File: src/rtl/fp_md_result_buffer.sv
// Result capture stage for the FP mul/div core: tracks issued ops through a
// delay line, buffers completed results in a FIFO, and provides issue credit.
module fp_md_result_buffer #(
  parameter int unsigned LATENCY = 2,
  parameter int unsigned DEPTH   = 4
) (
  input  logic        clk,
  input  logic        arst,
  input  logic        en,
  input  logic        sel,
  input  logic [31:0] R,
  input  logic        IO,
  input  logic        DZ,
  input  logic        OF,
  input  logic        UF,
  input  logic        I,
  output logic        can_issue,
  output logic        res_valid,
  input  logic        res_ready,
  output logic [31:0] res_data,
  output logic [4:0]  res_flags,
  output logic        res_sel,
  output logic [4:0]  sticky_flags,
  input  logic        flags_clr,
  output logic        drop_err
);

  localparam int unsigned PTR_W = (DEPTH > 1) ? $clog2(DEPTH) : 1;
  localparam int unsigned CNT_W = PTR_W + 1;
  localparam int unsigned IF_W  = $clog2(LATENCY + 1);
  localparam int unsigned OCC_W = 32;

  typedef struct packed {
    logic [31:0] data;
    logic [4:0]  flags;
    logic        sel;
  } entry_t;

  logic [LATENCY-1:0] dl_en_q, dl_en_d;
  logic [LATENCY-1:0] dl_sel_q, dl_sel_d;
  logic [PTR_W-1:0]   wr_ptr_q, wr_ptr_d;
  logic [PTR_W-1:0]   rd_ptr_q, rd_ptr_d;
  logic [CNT_W-1:0]   count_q, count_d;
  logic [4:0]         sticky_q, sticky_d;
  logic               drop_err_q, drop_err_d;
  entry_t             mem_q [DEPTH];

  logic [4:0]       cur_flags;
  logic             complete;
  logic             pop;
  logic             push;
  logic             drop;
  logic             full_after_pop;
  logic [IF_W-1:0]  in_flight;
  logic [OCC_W-1:0] occupancy;
  entry_t           wr_entry;
  entry_t           head;

  assign cur_flags = {IO, DZ, OF, UF, I};
  assign complete  = dl_en_q[LATENCY-1];

  // Issue delay line: the last stage marks the cycle the core result is valid.
  always_comb begin
    dl_en_d     = dl_en_q;
    dl_sel_d    = dl_sel_q;
    dl_en_d[0]  = en;
    dl_sel_d[0] = sel;
    for (int i = 1; i < int'(LATENCY); i++) begin
      dl_en_d[i]  = dl_en_q[i-1];
      dl_sel_d[i] = dl_sel_q[i-1];
    end
  end

  always_comb begin
    in_flight = '0;
    for (int i = 0; i < int'(LATENCY); i++) begin
      in_flight = in_flight + IF_W'(dl_en_q[i]);
    end
  end

  // Credit ignores same-cycle pops, so every tracked op is guaranteed a slot.
  assign occupancy = OCC_W'(count_q) + OCC_W'(in_flight);
  assign can_issue = occupancy < OCC_W'(DEPTH);

  assign res_valid      = (count_q != '0);
  assign pop            = res_valid && res_ready;
  assign full_after_pop = (count_q == CNT_W'(DEPTH)) && !pop;
  assign push           = complete && !full_after_pop;
  assign drop           = complete && full_after_pop;

  always_comb begin
    wr_entry.data  = R;
    wr_entry.flags = cur_flags;
    wr_entry.sel   = dl_sel_q[LATENCY-1];
  end

  // FIFO pointer/count update.
  always_comb begin
    wr_ptr_d = wr_ptr_q;
    rd_ptr_d = rd_ptr_q;
    count_d  = count_q;
    if (push) begin
      wr_ptr_d = wr_ptr_q + PTR_W'(1);
    end
    if (pop) begin
      rd_ptr_d = rd_ptr_q + PTR_W'(1);
    end
    case ({push, pop})
      2'b10:   count_d = count_q + CNT_W'(1);
      2'b01:   count_d = count_q - CNT_W'(1);
      default: count_d = count_q;
    endcase
  end

  // Clear first so a same-cycle completion's flags survive the clear.
  always_comb begin
    sticky_d   = sticky_q;
    drop_err_d = drop_err_q | drop;
    if (flags_clr) begin
      sticky_d = '0;
    end
    if (complete) begin
      sticky_d = sticky_d | cur_flags;
    end
  end

  always_ff @(posedge clk or posedge arst) begin
    if (arst) begin
      dl_en_q    <= '0;
      dl_sel_q   <= '0;
      wr_ptr_q   <= '0;
      rd_ptr_q   <= '0;
      count_q    <= '0;
      sticky_q   <= '0;
      drop_err_q <= 1'b0;
    end else begin
      dl_en_q    <= dl_en_d;
      dl_sel_q   <= dl_sel_d;
      wr_ptr_q   <= wr_ptr_d;
      rd_ptr_q   <= rd_ptr_d;
      count_q    <= count_d;
      sticky_q   <= sticky_d;
      drop_err_q <= drop_err_d;
    end
  end

  // Storage needs no reset: the head is masked whenever the FIFO is empty.
  always_ff @(posedge clk) begin
    if (push) begin
      mem_q[wr_ptr_q] <= wr_entry;
    end
  end

  assign head         = mem_q[rd_ptr_q];
  assign res_data     = res_valid ? head.data  : '0;
  assign res_flags    = res_valid ? head.flags : '0;
  assign res_sel      = res_valid ? head.sel   : 1'b0;
  assign sticky_flags = sticky_q;
  assign drop_err     = drop_err_q;

endmodule
File: config.mk
export PLATFORM = sky130hd
export DESIGN_NAME = fp_md_result_buffer
export DESIGN_NICKNAME = d
export VERILOG_FILES = /design/src/rtl/fp_md_result_buffer.sv
export SDC_FILE = /design/constraint.sdc
export NUM_CORES = 1
export LEC_CHECK = 0
export CORE_AREA = 2 2 119 121
export CTS_CLUSTER_SIZE = 14
export DETAILED_ROUTE_END_ITERATION = 16
export DIE_AREA = 0 0 121 123
export HOLD_SLACK_MARGIN = 0.05
export PLACE_DENSITY = 0.72
export SYNTH_ARGS = -nofsm -noshare
export SYNTH_HDL_FRONTEND = slang
export SYNTH_SLANG_ARGS = --single-unit
export TNS_END_PERCENT = 100
File: constraint.sdc
create_clock -name clk -period 2.6 [get_ports clk]
set_clock_uncertainty 0.05 [all_clocks]
set_input_delay 0.39 -clock clk [delete_from_list [all_inputs] [get_ports clk]]
set_output_delay 0.39 -clock clk [all_outputs]
set_load 0.01 [all_outputs]
=== Yosys cells after proc, flatten, opt, wreduce, memory -nomap -nowiden ===
Memory sizes are Yosys's and may differ from the RTL's.
Cells that the tools add are included.

* Latch bits: 0
* RAM bits: 152
* Word-level logic and storage cells: 36
* Register bits after elaboration: 17
* Output and inout port bits: 46
* Bits in read-only memories: 0
* Memories: 1
* Input bits: 43

* Reduce and logical (&&, ||, !) cells: 8
* Mux-type cells: 8
* Add/subtract/negate cells: 6
* $mul: 0
* Shifts and indexed selects: 0
* Eq/ne operators: 3
* Div/mod/pow operators: 0
* Order comparisons: 1
* Bitwise gates (word level): 2

{| class="wikitable"
|+ Memories
! name !! words !! width !! read ports !! clocked after Yosys merged registers in !! write ports !! line !! text
|-
| mem_q || 4 || 38 || 1 || 0 || 1 || 46 || <nowiki>entry_t mem_q [DEPTH];</nowiki>
|}

{| class="wikitable"
|+ Operators with widths
! operator !! count
|-
| 32-bit two-way mux || 1
|-
| 5-bit two-way mux || 3
|-
| 3-bit case mux with 2 select lines || 1
|-
| 5-bit OR || 1
|-
| 2-bit by 1-bit adder with 2-bit output, second input constant || 2
|-
| 3-bit by 2-bit adder with 4-bit output || 1
|-
| 1-bit logical AND || 4
|-
| 4-bit by 3-bit less-than comparator with 1-bit output, second input constant || 1
|-
| 3-bit by 1-bit adder with 3-bit output, second input constant || 1
|-
| 3-bit == test, second input constant || 1
|-
| 1-bit two-way mux || 3
|-
| 3-bit nonzero test || 1
|-
| 3-bit by 1-bit subtractor with 3-bit output, second input constant || 1
|-
| 1-bit by 1-bit adder with 2-bit output || 1
|-
| 2-bit by 1-bit == test with 1-bit output, second input constant || 1
|-
| 2-bit == test, second input constant || 1
|-
| 1-bit logical NOT || 2
|-
| 2-bit nonzero test || 1
|-
| 1-bit OR || 1
|}

=== Depth between registers and ports, before layout ===
Gate-level depths: netlist of run 1.

* Word-level depth: 8
* Gate-level depth with buffers: 8
* Depth with buffers taken out: 6

=== Worst setup path before layout of run 1 ===
OpenSTA, ideal clock, no wires.

* Path type: register -> register
* Start point: reg count_q[0]
* End point: reg count_q[1]
* Cell stages (with the launch flop): 9
* Clock period less this slack: 2.025 ns
* Path slack: 0.575 ns
* Library setup time: 0.128 ns
* Data arrival time: 1.847 ns
* Required time: 2.422 ns
* Cells stage by stage: dfrtp_1 > or3_1 > clkbuf_1 > clkbuf_1 > nand3b_1 > fa_1 > inv_1 > o21ai_0 > o31ai_1

* Cells in the longest elaborated chain, start to end: 8
* Elaborated cells on any way between the ends: 13
* Those cells by class: add/sub: 2; eq/ne: 3; mux: 1; reduce/logical: 7

{| class="wikitable"
|+ Ends and longest elaborated chain
! item !! line !! text
|-
| from (decl) || 43 || <nowiki>logic [CNT_W-1:0] count_q, count_d;</nowiki>
|-
| from (signal assigned) || 141 || <nowiki>count_q <= count_d;</nowiki>
|-
| 3-bit nonzero test * || 85 || <nowiki>assign res_valid = (count_q != '0);</nowiki>
|-
| named net res_valid || 18 || <nowiki>output logic res_valid,</nowiki>
|-
| 1-bit logical AND * || 86 || <nowiki>assign pop = res_valid && res_ready;</nowiki>
|-
| 1-bit logical NOT || 87 || <nowiki>assign full_after_pop = (count_q == CNT_W'(DEPTH)) && !pop;</nowiki>
|-
| 1-bit logical AND || 87 ||
|-
| 1-bit logical NOT || 88 || <nowiki>assign push = complete && !full_after_pop;</nowiki>
|-
| 1-bit logical AND || 88 ||
|-
| 2-bit by 1-bit == test with 1-bit output / 2-bit == test (equally long branches) || 108 || <nowiki>case ({push, pop})</nowiki>
|-
| 3-bit case mux with 2 select lines / 2-bit nonzero test (equally long branches) || n/a ||
|}

The timed path passes the listed nets; every way through them passes the cells marked *.
A chain may end at the register's enable or synchronous reset.

=== Worst setup path in the final report of run 1 ===
* Start point: reg rd_ptr_q[0]
* End point: out res_data[20]

* Cells in the longest elaborated chain, start to end: 2

{| class="wikitable"
|+ Ends and longest elaborated chain
! item !! line !! text
|-
| from (decl) || 42 || <nowiki>logic [PTR_W-1:0] rd_ptr_q, rd_ptr_d;</nowiki>
|-
| from (signal assigned) || 140 || <nowiki>rd_ptr_q <= rd_ptr_d;</nowiki>
|-
| memory 4 x 38 bit || n/a ||
|-
| 32-bit two-way mux || 155 || <nowiki>assign res_data = res_valid ? head.data : '0;</nowiki>
|-
| to (decl) || 20 || <nowiki>output logic [31:0] res_data,</nowiki>
|}

No other way between the ends.

==> results.ini, run 1 <==
[outcome]
status=completed

[final_layout]
fin_util_pct=60.8
diodes=0
nets=478
synthToLayoutAreaGrowth_pct=25.6
layout-drive-gt1-share_pct=19.7
fillCellCount=1014
regArea_sq_um=5000
multi_input_area_sq_um=1480

[power]
p_int_uw=6730
power_frac_comb_pct=34.2
switching_power_uw=2630
peakVddDrop_uv=531
swShare_pct=28.1
p_clk_share_pct=25.9
powerDensity_nw_per_um2=1130
pwr-share-seq_pct=39.9
power_uw=9360
leakage_uw=0.00292

[job]
max-cap-violations=0

[die]
io_pins=89
fp.dieW_microns=121
core_sq_um=13600
die_area_sq_um=14900
die_h_microns=123
initial_core_util_pct=48.4
row_count=43

[min_path]
hp-class=register to register
worstHoldStart=dl_sel_q[0]
holdPathStages=0
min_to=dl_sel_q[1]

[logic_synthesis]
ys_seq_area_share_pct=75.7
async_reset_ff_share_pct=10.1
ys_warn_count=0
synth_area_sq_um=6590
synth_edf_count=152
syn-instance-count=324
synth_top_area_share_pct=69.2
avgSynthCellArea_sq_um=20.3
ys_ff_latch=169
ys_top_cells_by_area=edfxtp_1 (69%), mux4_2 (13%), dfrtp_1 (6.5%)
synthTopCellsByCount=edfxtp_1 (152), and2_1 (38), mux4_2 (38)
syn_nets=373
synth_top_cell_by_area=edfxtp_1
synthDistinctLibCells=32
synthFlopType=edfxtp_1
synth.most_common_cell=edfxtp_1

[worst_setup_path]
r2r-end=mem_q[2][36]
r2r_setup_slack_ns=0.65
critPathLaunchType=register
path_max_fanout=21
ff2ff_path_depth=4
crit_arrival_ns=2.06
cp-end-kind=primary output
r2r_start=count_q[1]
critPathKind=register to primary output
cp.required_ns=2.16

[timing]
setup_tns_ns=0
slew_headroom_pct=53.0
fin_crit_ns=2.50
period_share_pct=96.2
setup_viol=0
worstMarginPinSlew_ns=0.704
fmax_mhz=400
rsz0062_at_grt=no
final-max-slew-violation-count=0
hold_violations=0

[global_route]
grt_pass1_vias=3473
grt_pass1_wl_mm=18.1
track_usage_pct=16.8
antenna_found_initial=0
grt_max_degree=42
gr-total-overflow=0

[route]
routed_wl_mm=11.6
vias_per_cell=5.20
ant_nets=0
vias=3234
first_pass_iters=4
avgRoutedWirePerCell_microns=18.6
drc=0
drtIter0Drc=166

[place]
gp_congestion=0.690
dp_hpwl_mm=7.12
portBuffers=88

[clock_network]
clock_sinks=169
h-tree-depth=4
clock_latency_ns=0.41
cts_hold_buf=0
cts_buffers=17
cts_setup_buffers=0
cts_tree=done
cts.root.buffer_cell=clkbuf_16
clockBufferDepth=2
cts.clk_slew.worst_paths_ns=0.06

## worst max-delay path by stage
stage | to | startpoint
2_1_floorplan | count_q[1] | count_q[0]
3_3_place_gp | res_data[20] | rd_ptr_q[0]
3_5_place_dp | count_q[1] | res_ready
4_1_cts | can_issue | count_q[0]
5_1_grt | res_data[20] | rd_ptr_q[0]
6_report | res_data[20] | rd_ptr_q[0]
## worst max-delay path, cell delays in order, from the launching register on
cell and delay (ns):
dfrtp_4 0.44, buf_12 0.21, mux4_2 0.53, and2_1 0.17
dlygate4sd2_1 0.28
## logic make-up (layout without fill, tap and decap cells)
logic type               Yosys count  count (layout)  share of synthesized area [%]
adder cells (fa/ha/maj)            6               6                           1.25
AO/OA/AOI/OAI                     16              16                           1.67
XOR/XNOR                           5               5                          0.664
AND/OR/NAND/NOR                   62              62                           5.58
flip-flops                       169             169                           75.7
buffers and inverters             27             145                           1.94
multiplexers                      39              39                           13.2
## sequential cells by signal (all words and copies together), names as in the netlist
signal	flops
mem_q	152
sticky_flags	5
count_q	3
dl_en_q	2
dl_sel_q	2
rd_ptr_q	2
wr_ptr_q	2
drop_err	1
## layout by cell type (no fill, tap or decap), types with 2 or more instances in the layout
master           synthesis  final
nor2_1                   5      5
dfrtp_2                  0      2
clkinv_1                 0      2
inv_1                   11     11
a21oi_1                  2      2
and2_2                   4      4
clkinv_2                 0      5
buf_4                    4     11
edfxtp_1               152    152
o211ai_1                 2      2
ha_1                     5      5
buf_12                   0      2
dfrtp_1                 17     14
xnor2_1                  4      4
mux4_2                  38     38
and2_1                  38     38
nand2_1                  7      7
clkbuf_16                0     17
clkdlybuf4s50_1          0     49
bufinv_16                0      3
o21ai_0                  6      6
dlygate4sd2_1            0     37
nand3b_1                 3      3
clkbuf_1                 8      4
## power groups by stage
stage	clock, uW	sequential, uW	combinational, uW
detailed placement	0	3780	3620
global route	2570	3780	3510
floorplan	0	3720	2030
CTS	2480	3730	3290
finish	2430	3730	3200
global placement	0	3750	3580
## what timing repair did
| item | in CTS | in global routing |
|---|---|---|
| endpoints found under the hold margin | 0 | 0 |
| gates resized for setup | 39 | 3 |
| setup endpoints to repair | 38 | 2 |
## cell type report
cell class	instances	area share (%)
Clock buffer	21	5.32
Tap cell	180	2.72
Inverter	11	0.499
Multi-Input combinational cell	128	17.8
Clock inverter	11	1.57
Timing Repair Buffer	102	11.7
Sequential cell	169	60.3
## per-stage QoR
step / instance area [sq um] / instances / hold slack (ns) / setup WS [ns]
CTS: 8270 / 622 / 0.310 / 0.0499
global route: 8280 / 622 / 0.316 / 0.00920
global placement: 7750 / 590 / 0.296 / 0.318
detailed placement: 7750 / 590 / 0.296 / 0.297
floorplan: 6590 / 324 / 0.266 / 0.575
finish: 8280 / 622 / 0.306 / 0.0999
## layer usage
layer	global-route usage, %	vias up	routed length, microns
met5	0	-	0
met4	6.76	0	54
met3	4.52	4	548
met2	28.0	96	6020
met1	21.0	1651	4950
li1	-	1483	-
No activity file was read; power rests on OpenSTA's default activity.
==> inputs of run 2 (changes only) <==
Settings changed: CELL_PAD_IN_SITES_DETAIL_PLACEMENT set to 1, CELL_PAD_IN_SITES_GLOBAL_PLACEMENT set to 2, CORE_AREA 2 2 119 121 to 2 2 130 132, DIE_AREA 0 0 121 123 to 0 0 132 134, PLACE_DENSITY 0.72 to not set, PLACE_DENSITY_LB_ADDON set to 0.1.
==> results.ini, run 2 (synthesized netlist as in run 1, its figures left out) <==
[die]
core_sq_um=16300  ; +20%
die_area_sq_um=17700  ; +19%
row_count=47  ; +9.3%
initial_core_util_pct=40.5  ; -8.0 points
fp.dieW_microns=132  ; +9.1%
io_pins=89  ; unchanged
die_h_microns=134  ; +8.9%

[power]
p_int_uw=7010  ; +4.3%
peakVddDrop_uv=594  ; +12%
pwr-share-seq_pct=38.0  ; -1.9 points
switching_power_uw=2790  ; +6.1%
swShare_pct=28.5  ; +0.34 points
power_frac_comb_pct=37.6  ; +3.4 points
p_clk_share_pct=24.4  ; -1.5 points
power_uw=9800  ; +4.8%
powerDensity_nw_per_um2=1140  ; +1.1%
leakage_uw=0.00316  ; +8.2%

[clock_network]
cts.root.buffer_cell=clkbuf_16
cts_tree=done
clockBufferDepth=2  ; unchanged
clock_latency_ns=0.42  ; about the same
cts_hold_buf=0  ; unchanged
clock_sinks=169  ; unchanged
cts_buffers=17  ; unchanged
cts.clk_slew.worst_paths_ns=0.06  ; about the same
h-tree-depth=4  ; unchanged

[route]
vias=3280  ; +1.4%
drc=0  ; unchanged
vias_per_cell=4.92  ; -5.3%
drtIter0Drc=215  ; +30%
ant_nets=0  ; unchanged
routed_wl_mm=13.2  ; +14%
avgRoutedWirePerCell_microns=19.8  ; +6.4%
first_pass_iters=4  ; unchanged

[worst_setup_path]
max_stage_delay_ns=0.50  ; -0.03 ns
slowest_stage=mux4_2
critPathKind=register to primary output
r2r_setup_slack_ns=0.56  ; -0.09 ns
cp_num_buf_inv=3  ; +1
cp-end-kind=primary output
path_delay_family=buffers and inverters
critPathLaunchType=register
path_max_fanout=17  ; -19%
crit_chain=buf_12, buf_16, mux4_2, and2_4, dlygate4sd2_1
cp.required_ns=2.16  ; about the same
ff2ff_path_depth=5  ; +1
crit_arrival_ns=2.08  ; +0.02 ns
r2r_start=count_q[1]
r2r-end=count_q[1]

[final_layout]
final_area_sq_um=8580  ; +3.6%
top_register=mem_q
synthToLayoutAreaGrowth_pct=30.1
layoutNonFillerInstCount=666  ; +7.1%
layout-drive-gt1-share_pct=21.1  ; +1.4 points
layout_commonest_cell=edfxtp_1
diodes=0  ; unchanged
largest_reg_flops=152  ; unchanged
nets=482  ; +0.84%
final_cell_mix=edfxtp_1 (152), clkdlybuf4s50_1 (50), mux4_2 (38), and2_1 (37), dlymetal6s2s_1 (21)

[min_path]
holdPathStages=0  ; unchanged
min_to=dl_sel_q[1]
hp-class=register to register
worstHoldStart=dl_sel_q[0]

[global_route]
track_usage_pct=15.9  ; -0.83 points
antenna_found_initial=0  ; unchanged
grt_pass1_vias=3675  ; +5.8%
grt_pass1_wl_mm=20.8  ; +15%
gr-total-overflow=0  ; unchanged
grt_max_degree=43  ; +2.4%

[timing]
hold_violations=0  ; unchanged
whs_ns=0.303  ; -0.00301 ns
fmax_mhz=397  ; -0.71%
fin_crit_ns=2.52  ; +0.0179 ns
final-max-slew-violation-count=0  ; unchanged
period_share_pct=96.8  ; +0.69 points
slew_headroom_pct=50.2  ; -2.9 points
setup_viol=0  ; unchanged
worstMarginPinSlew_ns=0.747  ; +0.0431 ns

[place]
gp_congestion=0.672  ; -2.6%
dp_hpwl_mm=7.93  ; +11%
post-place-cells=631  ; +6.9%
placed_area_sq_um=7850  ; +1.4%
portBuffers=88  ; unchanged

[outcome]
status=completed

[job]
max-cap-violations=0  ; unchanged

run 2: cell count changes in the layout (fill, tap and decap cells not counted), moves of 2 or more:
cell / delta
buf_12: +7
clkbuf_8: +4
dlymetal6s2s_1: +20
clkinv_1: -2
buf_4: -5
clkdlybuf4s15_1: +8
dlygate4sd2_1: -29
clkbuf_16: +2
bufinv_16: -2
clkinv_4: +2
run 2: worst max-delay path by stage:
stage / depth (start not counted) / endpoint / startpoint
6_report: 5 / res_sel / rd_ptr_q[0]
5_1_grt: 5 / res_data[4] / rd_ptr_q[0]
4_1_cts: 4 / res_data[22] / rd_ptr_q[0]
3_5_place_dp: 4 / res_data[22] / rd_ptr_q[0]
3_3_place_gp: 4 / res_data[28] / rd_ptr_q[0]
2_1_floorplan: 8 / count_q[1] / count_q[0]
run 2: worst reg2reg max path, cell delays in order (launching register included):
cell and delay (ns):
dfrtp_1 0.43, or3_1 0.44, buf_12 0.20, nand3b_1 0.11, fa_1 0.45, o31ai_1 0.26
run 2: timing repair:
item	CTS	global route
gates cloned	0	2
buffers inserted	0	1
setup endpoints to repair	38	21
resized for setup	20	40
run 2: power by group through the flow:
stage	Clock [uW]	Sequential (uW)	Combinational, uW
after floorplan	0	3720	2030
after global placement	0	3760	3720
after detailed placement	0	3790	3760
after CTS	2450	3740	3630
after global routing	2550	3780	4020
final	2390	3730	3680
run 2: cell type report:
class	count	area, sq um
fillers	1520	7710
flip-flops and latches	169	4990
multi-input cells	128	1480
repair buffers	106	1230
clock buffers	25	495
well taps	220	275
clock inverters	7	67.6
inverters	11	41.3
run 2: metal layers:
layer	vias to the layer above	track usage, %	part of all wire, %
li1	1483	-	-
met1	1713	20.2	45
met2	69	26.6	50
met3	15	4.27	3.4
met4	0	5.80	1.3
met5	-	0	0
run 2: per-stage QoR:
stage	utilization, %	setup WS, ns	setup TNS (ns)
final	52.7	0.0820	0
after global routing	52.7	-0.00112	-0.00121
after CTS	51.6	-0.117	-1.95
after detailed placement	48.2	0.289	0
after global placement	48.2	0.300	0
after floorplan	-	0.575	0
